[config.mk]
export PLATFORM = sky130hd
export DESIGN_NAME = switch_alloc_rr_flat
export DESIGN_NICKNAME = d
export VERILOG_FILES = /design/src/rtl/switch_alloc_rr_if.sv /design/src/rtl/switch_alloc_rr.sv /design/src/flat_wrapper.sv
export SDC_FILE = /design/constraint.sdc
export NUM_CORES = 1
export LEC_CHECK = 0
export ABC_AREA = 1
export BUFFER_PORTS_ARGS = -buffer_cell sky130_fd_sc_hd__buf_4
export CAP_MARGIN = 20
export CORE_ASPECT_RATIO = 0.9
export CORE_MARGIN = 1.5
export CORE_UTILIZATION = 55
export DETAILED_ROUTE_END_ITERATION = 8
export PLACE_DENSITY = 0.77
export SYNTH_ARGS = -nofsm -noshare
export SYNTH_HDL_FRONTEND = slang
export SYNTH_SLANG_ARGS = --single-unit
[constraint.sdc]
create_clock -name clk -period 4.8 [get_ports clk]
set_input_delay 0.96 -clock clk [delete_from_list [all_inputs] [get_ports clk]]
set_output_delay 0.96 -clock clk [all_outputs]
set_load 0.02 [all_outputs]
[src/rtl/switch_alloc_rr_if.sv]
// Switch allocator bundle: requests and credit returns in,
// grants, crossbar selects and credit state out.
interface switch_alloc_rr_if #(
  parameter int N            = 5,
  parameter int M            = 5,
  parameter int CREDIT_DEPTH = 4
);
  localparam int SW = (N > 1) ? $clog2(N) : 1;
  localparam int CW = $clog2(CREDIT_DEPTH + 1);

  logic [0:N-1][0:M-1]   i_output_req;
  logic [0:M-1]          i_credit_return;
  logic [0:N-1][0:M-1]   o_grant;
  logic [0:N-1]          o_input_ack;
  logic [0:M-1]          o_output_val;
  logic [0:M-1][SW-1:0]  o_input_sel;
  logic [0:M-1][CW-1:0]  o_credits;
  logic                  o_credit_err;

  modport master (
    output i_output_req, i_credit_return,
    input  o_grant, o_input_ack, o_output_val,
    input  o_input_sel, o_credits, o_credit_err
  );

  modport slave (
    input  i_output_req, i_credit_return,
    output o_grant, o_input_ack, o_output_val,
    output o_input_sel, o_credits, o_credit_err
  );
endinterface

[src/rtl/switch_alloc_rr.sv]
// Round-robin switch allocator with per-output credits.
// Ports: clk, reset (async high), bus (slave: req/return in, grant/sel/credits out).
module switch_alloc_rr #(
  parameter int N            = 5,
  parameter int M            = 5,
  parameter int CREDIT_DEPTH = 4
) (
  input  logic         clk,
  input  logic         reset,
  switch_alloc_rr_if.slave bus
);
  localparam int SW = (N > 1) ? $clog2(N) : 1;
  localparam int CW = $clog2(CREDIT_DEPTH + 1);

  logic [0:M-1][SW-1:0] ptr;
  logic [0:M-1][CW-1:0] credits;
  logic                 err;

  logic [0:N-1][0:M-1]  req_c;
  logic [0:N-1][0:M-1]  grant;
  logic [0:M-1]         val;
  logic [0:M-1][SW-1:0] sel;

  // Keep only the lowest-index set bit.
  function automatic logic [0:M-1] lowest(
    input logic [0:M-1] r
  );
    logic [0:M-1] l;
    l = '0;
    for (int m = M - 1; m >= 0; m--) begin
      if (r[m]) begin
        l    = '0;
        l[m] = 1'b1;
      end
    end
    return l;
  endfunction

  always_comb begin
    int idx;
    req_c = '0;
    grant = '0;
    val   = '0;
    sel   = '0;
    idx   = 0;
    for (int i = 0; i < N; i++) begin
      req_c[i] = lowest(bus.i_output_req[i]);
    end
    for (int m = 0; m < M; m++) begin
      // Scan downward so the last hit is the one
      // closest to ptr in cyclic order.
      for (int k = N - 1; k >= 0; k--) begin
        idx = int'(ptr[m]) + k;
        if (idx >= N) idx = idx - N;
        if (req_c[idx][m]) begin
          val[m] = 1'b1;
          sel[m] = SW'(idx);
        end
      end
      if (credits[m] == '0) begin
        val[m] = 1'b0;
        sel[m] = '0;
      end
      if (val[m]) grant[sel[m]][m] = 1'b1;
    end
  end

  always_comb begin
    bus.o_grant      = reset ? '0 : grant;
    bus.o_output_val = reset ? '0 : val;
    bus.o_input_sel  = reset ? '0 : sel;
    bus.o_input_ack  = '0;
    for (int i = 0; i < N; i++) begin
      bus.o_input_ack[i] = ~reset & (|grant[i]);
    end
  end

  assign bus.o_credits    = credits;
  assign bus.o_credit_err = err;

  always_ff @(posedge clk or posedge reset) begin
    if (reset) begin
      for (int m = 0; m < M; m++) begin
        ptr[m]     <= '0;
        credits[m] <= CW'(CREDIT_DEPTH);
      end
      err <= 1'b0;
    end else begin
      for (int m = 0; m < M; m++) begin
        if (val[m]) begin
          ptr[m] <= (sel[m] == SW'(N - 1)) ?
                    '0 : sel[m] + SW'(1);
        end
        unique case ({val[m], bus.i_credit_return[m]})
          2'b10: begin
            if (credits[m] == '0) err <= 1'b1;
            else credits[m] <= credits[m] - CW'(1);
          end
          2'b01: begin
            if (credits[m] == CW'(CREDIT_DEPTH))
              err <= 1'b1;
            else
              credits[m] <= credits[m] + CW'(1);
          end
          default: ;
        endcase
      end
    end
  end
endmodule
[src/flat_wrapper.sv]
// flat-port wrapper written by rule: the top's interface ports become plain ports
module switch_alloc_rr_flat 
#(
  parameter int N            = 5,
  parameter int M            = 5,
  parameter int CREDIT_DEPTH = 4
)
  (clk, reset, bus_i_output_req, bus_i_credit_return, bus_o_grant, bus_o_input_ack, bus_o_output_val, bus_o_input_sel, bus_o_credits, bus_o_credit_err);
  switch_alloc_rr_if #(.N(N), .M(M), .CREDIT_DEPTH(CREDIT_DEPTH)) bus_i ();
  input  logic clk;
  input  logic reset;
  input wire logic [$bits(bus_i.i_output_req)-1:0] bus_i_output_req;
  input wire logic [$bits(bus_i.i_credit_return)-1:0] bus_i_credit_return;
  output wire logic [$bits(bus_i.o_grant)-1:0] bus_o_grant;
  output wire logic [$bits(bus_i.o_input_ack)-1:0] bus_o_input_ack;
  output wire logic [$bits(bus_i.o_output_val)-1:0] bus_o_output_val;
  output wire logic [$bits(bus_i.o_input_sel)-1:0] bus_o_input_sel;
  output wire logic [$bits(bus_i.o_credits)-1:0] bus_o_credits;
  output wire logic [$bits(bus_i.o_credit_err)-1:0] bus_o_credit_err;
  assign bus_i.i_output_req = bus_i_output_req;
  assign bus_i.i_credit_return = bus_i_credit_return;
  assign bus_o_grant = bus_i.o_grant;
  assign bus_o_input_ack = bus_i.o_input_ack;
  assign bus_o_output_val = bus_i.o_output_val;
  assign bus_o_input_sel = bus_i.o_input_sel;
  assign bus_o_credits = bus_i.o_credits;
  assign bus_o_credit_err = bus_i.o_credit_err;
  switch_alloc_rr #(.N(N), .M(M), .CREDIT_DEPTH(CREDIT_DEPTH)) u_core (.clk(clk), .reset(reset), .bus(bus_i));
endmodule
; ---- Word-level counts from Yosys, hierarchy flattened
; Index checks and enable logic that the tools add are counted.
; W data, S select, Z words.
[word_totals]
out_inout_bits = 66
ff_bits = 31
wordCells = 464
in_bits = 32
[op_classes]
reduce_logical = 25
order_cmp = 60
muxes = 238
n_eq_ne = 30
n_addsub = 60
bitwise = 40
[op_table]
columns = op, count
row1 = $ge A32 B4 Y1 const B, 45
row2 = $mux W32, 25
row3 = $not A32 Y32, 25
row4 = $sub A32 B4 Y32 const B, 20
row5 = $bmux W5 S3, 25
row6 = $mux W3, 60
row7 = $mux W25, 6
row8 = $mux W5, 20
row9 = $or A25 B25 Y25, 4
row10 = $demux W5 S3, 5
row11 = $mux W4, 15
row12 = $mux W1, 56
row13 = $add A3 B2 Y4 const B, 10
row14 = $add A3 B1 Y3 const B, 10
row15 = $eq A3 B3 Y1 const B, 10
row16 = $mux W2, 15
row17 = $pmux W3 S2, 5
row18 = $reduce_or A5 Y1, 5
row19 = $add A3 B1 Y4 const B, 5
row20 = $add A3 B3 Y4 const B, 5
row21 = $ge A4 B4 Y1 const B, 5
row22 = $lt A4 B1 Y1 const B, 5
row23 = $ne A2 B2 Y1 const B, 10
row24 = $not A3 Y4, 5
row25 = 13 further kinds, 57

; ---- Depth between registers and ports, before layout
; Gate-level depths: netlist of run 1.
[logic_depth]
depth_word = 30
mapped_depth = 27
mapped_depth_nobuf = 26

; ---- Worst setup path before layout of run 1
; No wires, ideal clock.
[synth_timing]
path_type = register to output
start = reg u_core.ptr[12] in the netlist's numbering
end = out bus_o_input_ack[4]
required_time_ns = 3.840
setup_slack_ns = 0.774
arrival_time_ns = 3.066
path_stages_with_launch = 23
path_cell_list = dfrtp_1 buf_6 inv_2 ha_1 inv_1 fa_1 a21oi_2 inv_1 o21ai_1 inv_1 nand3_1 nand2_1 nand2_1 nand2_1 a21oi_1 nand2_1 nand2_1 nand2_1 nand2_2 nand2_1 nor2_1 inv_1 nand2_1
[synth_via]
elab_chain_len = 29
word_cells_on_any_way = 68
classes_between = add/sub (9) / order compare (7) / mux (39) / bitwise (11) / reduce/logical (2)
[synth_rtl]
columns = element, line
row1 = start: declaration, switch_alloc_rr.sv:15  ; logic [0:M-1][SW-1:0] ptr;
row2 = start signal: indexed assignment, switch_alloc_rr.sv:91  ; ptr[m] <= (sel[m] == SW'(N - 1)) ?
row3 = $add A3 B3 Y4, switch_alloc_rr.sv:53  ; idx = int'(ptr[m]) + k;
row4 = $sub A32 B4 Y32 / $ge A32 B4 Y1 (equally long branches), switch_alloc_rr.sv:54  ; if (idx >= N) idx = idx - N;
row5 = $mux W32, switch_alloc_rr.sv:54
row6 = $not A32 Y32 (implied by the code), switch_alloc_rr.sv:55  ; if (req_c[idx][m]) begin
row7 = $bmux W5 S3, switch_alloc_rr.sv:55
row8 = $mux W5 (implied by the code) (2 in series), switch_alloc_rr.sv:55
row9 = $mux W3 (5 in series), switch_alloc_rr.sv:55
row10 = $mux W3, switch_alloc_rr.sv:60  ; if (credits[m] == '0) begin
row11 = (+8 left out), --
row12 = $or A25 B25 Y25 (no source line), --
row13 = $mux W25 *, switch_alloc_rr.sv:64  ; if (val[m]) grant[sel[m]][m] = 1'b1;
row14 = $or A25 B25 Y25 (no source line), --
row15 = $mux W25 *, switch_alloc_rr.sv:64
row16 = $or A25 B25 Y25 (no source line), --
row17 = $mux W25 *, switch_alloc_rr.sv:64
row18 = $reduce_or A5 Y1 *, switch_alloc_rr.sv:74  ; bus.o_input_ack[i] = ~reset & (|grant[i]);
row19 = $and A1 B1 Y1 *, switch_alloc_rr.sv:74
row20 = end: declaration, flat_wrapper.sv:15  ; output wire logic [$bits(bus_i.o_input_ack)-1:0] bus_o_input_ack;
; Every way passes the cells marked *; elsewhere a longest branch is shown, timed or not. The select of a mux whose other input is x is not followed.

; ---- Worst setup path in the final report of run 1
[layout_timing]
start = reg u_core.ptr[9] in the netlist's numbering
end = out bus_o_input_ack[4]
[layout_via]
elab_chain_len = 28
word_cells_on_any_way = 67
classes_between = add/sub (9) / order compare (7) / mux (38) / bitwise (11) / reduce/logical (2)
[layout_rtl]
columns = element, line
row1 = $add A3 B3 Y4, switch_alloc_rr.sv:53
row2 = $sub A32 B4 Y32 / $ge A32 B4 Y1 (equally long branches), switch_alloc_rr.sv:54
row3 = $mux W32, switch_alloc_rr.sv:54
row4 = $not A32 Y32 (implied by the code), switch_alloc_rr.sv:55
row5 = $bmux W5 S3, switch_alloc_rr.sv:55
row6 = $mux W4 (implied by the code) (2 in series), switch_alloc_rr.sv:55
row7 = $mux W3 (5 in series), switch_alloc_rr.sv:55
row8 = $mux W3, switch_alloc_rr.sv:60
row9 = (+7 left out), --
row10 = $or A25 B25 Y25 (no source line), --
row11 = $mux W25 *, switch_alloc_rr.sv:64
row12 = $or A25 B25 Y25 (no source line), --
row13 = $mux W25 *, switch_alloc_rr.sv:64
row14 = $or A25 B25 Y25 (no source line), --
row15 = $mux W25 *, switch_alloc_rr.sv:64
row16 = $reduce_or A5 Y1 *, switch_alloc_rr.sv:74
row17 = $and A1 B1 Y1 *, switch_alloc_rr.sv:74
; Marks and branches as above.

==> summary.md, run 1 <==
| Metric | Value |
|---|---|
| Post-DP HPWL | approximately 18,000 µm |
| Root buf cell | clkbuf_16 |
| RSZ-0062 raised after global routing | false |
| Post-route cell area | approximately 0.0084 mm² |
| PortBufs | 97 |
| FFs w/ async S/R, synth | 1.000 |
| Number of hold buffers added after CTS | 0 |
| Hold_ws | between 0.5 and 0.6 ns |
| Setup TNS Final | 0 ns |
| WP data required | about 3.8 ns |
| Most numerous cell in the Yosys netlist | nand2_1 |
| Core area | roughly 0.013 mm² |
| Die area | ~0.014 mm² |
| Crit share post-route | 0.9416 |
| CTS tree | built |
| Slowest CP cell | dfrtp_2 |
| DRT Pass-1 Iters | 6 |
| Synth top area share | 0.2219 |
| Largest net degree at the start of global routing | 44 |
| Gr ovfl total | 0 |
| Fmax | ~0.22 GHz |
| DR WL/cell | roughly 14 µm |
| Total Wirelength | roughly 22,000 µm |
| Area leader, netlist | nand2_1 |
| Final Non-Filler Cells | around 1,500 |
| CTS Buf Count | 5 |
| CTS Sinks | 31 |
| Multi-input gate area | 0.005663 mm² |
| Pins Over Slew Limit | 0 |
| EDFF count, synth | 0 |
| Critical path's most frequent cell | nand2_1 |
| I/O pin count | a little under 100 |
| Crit. End Element | primary output |
| Synthesis-to-layout area growth | 15.72% |
| Via/cell ratio | around 5.5 |
| Run status | complete, no violations |
| Clock transition at path regs | approximately 0.060 ns |
| Initial core utilization | 0.5677 |
| Max-Cap Viols | 0 |
| Avg Inst Size Synth | roughly 5.7 µm² |
| Synth unique cells | 53 |
| FP Rows | 39 |
| Layout cells sized above 1 | 0.1726 |
| Final hold viol count | 0 |
| Yosys Warn Count | 0 |
| Critical Path Fanout Max | 11 |
| Iter 0 DRT Violations | slightly above 800 |
| Inserted Diodes | 0 |
| H-tree depth | 2 |
| Hold Crit Depth | 2 |
| Largest stage delay, worst path | about 0.48 ns |
| Post-Syn Nets | roughly 1,400 |
| # placed instances | 1,526 |
| Detailed-route via count | around 8,400 |
| Worst Hold Class | reg2reg |
| Flop2flop setup slack | about 0.8 ns |
| Layout Nets | 1,484 |
| Synth top area cells | nand2_1, ha_1, nand3_1, inv_1, dfrtp_1 |
| Post-Syn Instances | about 1,300 |
| Critical path launch point | u_core.ptr[9]$_DFFE_PP0P_ |
| Global-route wire length before repair | ~36,000 µm |
| RR Endpoint | u_core.bus.o_credits[8]$_DFFE_PP1P_ |
| CP arrival | 3.56 ns |
| Synthesized cell area | 0.007258 mm² |
| Synth Flop Type | dfrtp_1 |
| Vert. Die Dim | roughly 110 µm |
| Cell Area, Placed | roughly 0.0082 mm² |
| Die W | approximately 120 µm |
| Routed Antenna Nets | 0 |
| CTS Buffer Depth | 2 |
| Final min period | 4.519 ns |
| Slew at the pin closest to its max-slew limit | roughly 0.54 ns |
| Most instantiated cells after synthesis | nand2_1, inv_1, nand3_1, nor2_1, ha_1 |
| Critical Path End | bus_o_input_ack[4] |
| Area occupied by registers | a little under 800 µm² |
| Antenna violations before repair | 0 |
| Drt drc | 0 |
| Reg2Reg Depth | 23 |
| Slew HR | 0.6400 |
| Skew final | about 0.011 ns |
| Fillers | between 1,000 and 1,500 |
| GPL Wtd Cong | between 0.9 and 1 |
| Crit start category | flop |
| Gr usage total | 0.3197 |
| Reg2Reg Launch Point | u_core.ptr[7]$_DFFE_PP0P_ |
| Number of global-route vias before repair | between 7,000 and 8,000 |
| Kind of critical path | reg2out |
| Clk_lat worst skew | roughly 0.29 ns |
| Post-synthesis sequential area ratio | 0.1077 |
| Post-synthesis register bit count | 31 |
| Setup violators final | 0 |
## through the flow
stage	utilization	setup slack (ns)
2_1_floorplan	-	0.7742
3_3_place_gp	0.6409	0.4664
3_5_place_dp	0.6409	0.4798
4_1_cts	0.6545	0.2069
5_1_grt	0.6570	0.009918
6_report	0.6570	0.2805
## worst max-delay path, delay by kind of cell (launching register included)
kind          cells  cell delay [ns]
fa+ha+maj         2             0.54
buf+inv           4             0.45
simple gates     19             1.79
flops             1             0.48
## metal layers
metal,global-route usage,share of wire,up-vias,routed length [µm]
li1,-,-,4267,-
met1,0.4782,0.46,3764,10240
met2,0.4755,0.42,369,9285
met3,0.04406,0.086,45,1892
met4,0.09091,0.030,0,651
met5,0,0,-,0
## cells in the final DEF (no fill, tap or decap), types with 5 or more instances in the layout
cell       netlist  routed
nor3_1          13      13
xor2_1          12      12
fa_1            10      10
nand3b_1         5       5
nand2_2         34      35
o21ai_2          8       9
o21ai_0         46      43
nand3_1        147     147
dfrtp_1         26      24
o21ai_1         13      15
nand2_1        429     428
o211ai_1         8       8
o22ai_1         14      14
inv_2           20      23
clkbuf_16        0       5
buf_4            5     111
a21oi_2          8       8
a21oi_1         23      23
inv_1          174     171
nor2_2           6       6
mux2_2           5       5
xnor2_1          9       9
dfstp_2          5       5
ha_1            70      70
nor2_1         107     107
nand4_1         21      21
## kinds of logic after synthesis
kind of cell,after synthesis,synth area share
compound gates,139,0.1214
simple gates,778,0.4677
fa+ha+maj,80,0.1483
buf+inv,208,0.1129
xor+xnor,25,0.03430
flops,31,0.1077
mux,5,0.007757
## area by class of cell
cell class,count,share of cell area
multi-input cells,1027,0.6742
repair buffers,111,0.09921
flip-flops and latches,31,0.09340
inverters,196,0.08804
well taps,164,0.02443
clock buffers,6,0.01654
clock inverters,2,0.004171
## flip-flops by register name (all words and copies together), names as in the netlist
signal,flops
u_core.bus.o_credit_err,1
u_core.ptr,15
u_core.bus.o_credits,15
## worst min-delay path by stage
stage,from,end,slack [ns]
floorplan,u_core.bus.o_credits[14]$_DFFE_PP1P_,u_core.bus.o_credits[14]$_DFFE_PP1P_,0.53
global placement,u_core.bus.o_credits[11]$_DFFE_PP1P_,u_core.bus.o_credits[11]$_DFFE_PP1P_,0.52
detailed placement,u_core.bus.o_credits[14]$_DFFE_PP1P_,u_core.bus.o_credits[14]$_DFFE_PP1P_,0.52
CTS,u_core.bus.o_credits[14]$_DFFE_PP1P_,u_core.bus.o_credits[14]$_DFFE_PP1P_,0.52
global route,u_core.bus.o_credits[8]$_DFFE_PP1P_,u_core.bus.o_credits[8]$_DFFE_PP1P_,0.55
finish,u_core.bus.o_credits[14]$_DFFE_PP1P_,u_core.bus.o_credits[14]$_DFFE_PP1P_,0.52
## repair_timing
action                                  CTS  global route
gates resized for setup                   0            10
setup buffers                             0             3
endpoints found under the setup margin    0             6
Power of run 1 is left out: the tool's default activity adds up to more than one toggle a clock period on the data nets, which glitch-free logic cannot reach.
==> run 2: changes to the inputs <==
--- a/config.mk
+++ b/config.mk
@@ -11,7 +11,9 @@
 export CORE_ASPECT_RATIO = 0.9
 export CORE_MARGIN = 1.5
 export CORE_UTILIZATION = 55
+export CTS_CLUSTER_SIZE = 12
 export DETAILED_ROUTE_END_ITERATION = 8
+export GPL_ROUTABILITY_DRIVEN = 0
 export PLACE_DENSITY = 0.77
 export SYNTH_ARGS = -nofsm -noshare
 export SYNTH_HDL_FRONTEND = slang
==> constraint.sdc (replaced) <==
create_clock -name clk -period 4.4 [get_ports clk]
set_input_delay 0.88 -clock clk [delete_from_list [all_inputs] [get_ports clk]]
set_output_delay 0.88 -clock clk [all_outputs]
set_load 0.02 [all_outputs]
==> run 2 against run 1 <==
  * Final cell count grew 1.2%
  * Non-clock buffer count rose by 18
  * Via count rose by 2.6%
  * Clock-buffer cell count stayed put
  * Worst hold slack got worse by 0.0063 ns
  * Wire length is 3.6% higher
  * Critical path depth fell by 4
  * Clock skew is 0.0055 ns lower
  * Flip-flop and latch count unchanged
  * Die area unchanged
==> summary.md, run 2 (same netlist as run 1, synthesis figures left out) <==
| Metric | Value |
|---|---|
| Cell Area, Placed | 0.008277 mm² (+1.0%) |
| Grt peak-use layer | met2 |
| Post-route cell area | 0.008765 mm² (+4.3%) |
| Initial core utilization | 0.5677 (unchanged) |
| Clock transition at path regs | 0.05 ns (about the same) |
| Die W | 124.1 µm (unchanged) |
| Via/cell ratio | 5.572 (+1.4%) |
| Setup TNS Final | 0 ns (unchanged) |
| H-tree depth | 2 (unchanged) |
| CTS Sinks | 31 (unchanged) |
| Max-Cap Viols | 0 (unchanged) |
| Total Wirelength | 22,860 µm (+3.6%) |
| Synthesis-to-layout area growth | 20.76% |
| Gr usage total | 0.3242 (+0.004542) |
| Global-route wire length before repair | 36,310 µm (+1.7%) |
| Critical Path Fanout Max | 7 (-4) |
| Critical path launch point | u_core.ptr[1]$_DFFE_PP0P_ |
| WP data required | 3.52 ns (-0.32 ns) |
| Slowest CP cell | dfrtp_1 |
| Layout Nets | 1,502 (+1.2%) |
| Largest stage delay, worst path | 0.46 ns (-0.02 ns) |
| Critical path cell sequence | inv_1 > buf_4 > ha_1 > nand2_1 > nand2_2 > inv_2 > nand2_1 > nand2_2 > inv_1 > nand3_1 > o21ai_0 > inv_1 > nand2_1 > nand2_1 > nand2_1 > nand2_1 > nand2_1 > nand2_2 > and3_1 > a31oi_1 > buf_4 |
| Detailed-route via count | 8,664 (+2.6%) |
| I/O pin count | 98 (unchanged) |
| Crit start category | flop |
| Gr ovfl total | 0 (unchanged) |
| DR WL/cell | 14.70 µm (+2.4%) |
| Commonest non-fill, non-tap cell in the layout | nand2_1 |
| M1 GR Usage | 0.4777 (about the same) |
| Worst Hold Class | reg2reg |
| Routed Antenna Nets | 0 (unchanged) |
| Die area | 0.01390 mm² (unchanged) |
| Kind of critical path | reg2out |
| Drt drc | 0 (unchanged) |
| Clk_lat worst skew | 0.29 ns (about the same) |
| Place WS | 0.2236 ns (-0.2562 ns) |
| Vert. Die Dim | 112.0 µm (unchanged) |
| CTS Buffer Depth | 2 (unchanged) |
| Pins Over Slew Limit | 0 (unchanged) |
| Root buf cell | clkbuf_16 |
| Antenna violations before repair | 0 (unchanged) |
| CP arrival | 3.36 ns (-0.20 ns) |
| CTS tree | built |
| Slew at the pin closest to its max-slew limit | 0.5476 ns (+0.009692 ns) |
| FP Rows | 39 (unchanged) |
| Hold wc startpoint | u_core.bus.o_credits[14]$_DFFE_PP1P_ |
| Final hold viol count | 0 (unchanged) |
| Setup violators final | 0 (unchanged) |
| Met2 Use GR | 0.5033 (+0.02784) |
| Run status | complete, no violations |
| Core area | 0.01278 mm² (unchanged) |
| PortBufs | 97 (unchanged) |
| Number of global-route vias before repair | 7,543 (+3.3%) |
| Skew final | 0.005587 ns (-0.005542 ns) |
| Fillers | 1,226 (-2.2%) |
| Fmax | between 0.2 and 0.25 GHz |
| Iter 0 DRT Violations | 907 (+12%) |
| Inserted Diodes | 0 (unchanged) |
| DRT Pass-1 Iters | 5 (-1) |
| Crit. End Element | primary output |
| Crit share post-route | 0.9628 |
| Critical path's most frequent cell | nand2_1 |
| Most frequent cells in the layout | nand2_1, inv_1, nand3_1 |
| CTS Buf Count | 5 (unchanged) |
| Final min period | around 4.2 ns |
| Layout cells sized above 1 | 0.2178 (+0.04521) |
| RSZ-0062 raised after global routing | true |
| Worst setup margin | 0.1639 ns (-0.1167 ns) |
| M3 GR Usage | 0.04406 (unchanged) |
| Reg2Reg Launch Point | u_core.ptr[13]$_DFFE_PP0P_ |
| Slew HR | 0.6336 (-0.006485) |
| Post-DP HPWL | 18,150 µm (+0.65%) |
| Largest net degree at the start of global routing | 44 (unchanged) |
## run 2: changes by cell type in the layout (fill, tap and decap cells not counted), sizes merged
cell    delta
buf       +18
clkinv     +1
inv        -1
## run 2: metrics by stage
| step | hold slack, ns | instances | util |
|---|---|---|---|
| 2_1_floorplan | 0.5349 | 1266 | - |
| 3_3_place_gp | 0.4967 | 1537 | 0.6474 |
| 3_5_place_dp | 0.5027 | 1537 | 0.6474 |
| 4_1_cts | 0.5119 | 1545 | 0.6610 |
| 5_1_grt | 0.5539 | 1555 | 0.6856 |
| 6_report | 0.5115 | 1555 | 0.6856 |
## run 2: layout make-up
| cell class | count | area, µm² | area share |
|---|---|---|---|
| clock inverter | 2 | 35.03 | 0.003997 |
| clock buffer | 6 | 138.9 | 0.01585 |
| timing repair buffer | 129 | 968.4 | 0.1105 |
| multi-input combinational | 1027 | 5876 | 0.6704 |
| inverter | 196 | 752.0 | 0.08580 |
| sequential | 31 | 789.5 | 0.09008 |
| tap | 164 | 205.2 | 0.02341 |
## run 2: repair_timing
item / CTS / global route
endpoints found under the setup margin: 0 / 19
gates resized for setup: 0 / 81
setup buffers: 0 / 10
hold buffers: 0 / 0
## run 2: critical path, delay by kind of cell, from the launching register on
kind	cells	cell delay [ns]
AOI/OAI and AO/OA	2	0.45
and+or+nand+nor	12	1.14
adders and majority gates	1	0.32
buffers and inverters	6	0.70
DFF	1	0.46
## run 2: path summary, 6_finish.rpt
kind | to | slack, ns | cells after the start
hold reg to reg | u_core.bus.o_credits[14]$_DFFE_PP1P_ | 0.51 | 2
setup reg to reg | u_core.bus.o_credits[13]$_DFFE_PP0P_ | 0.56 | 20
setup / recovery | bus_o_input_ack[0] | 0.16 | 21
min in group asynchronous | u_core.ptr[9]$_DFFE_PP0P_ | 0.91 | 3
max in group asynchronous | u_core.bus.o_credits[5]$_DFFE_PP1P_ | 3.16 | 3
hold / removal | u_core.bus.o_credits[14]$_DFFE_PP1P_ | 0.51 | 2
## run 2: metal layers
layer  vias to the layer above  share of wire  wire (µm)
li1                       4316              -          -
met1                      3918           0.45      10300
met2                       380           0.44      10160
met3                        50          0.081       1841
met4                         0          0.024        557
met5                         -              0          0
Power of run 2 is left out for the same reason.
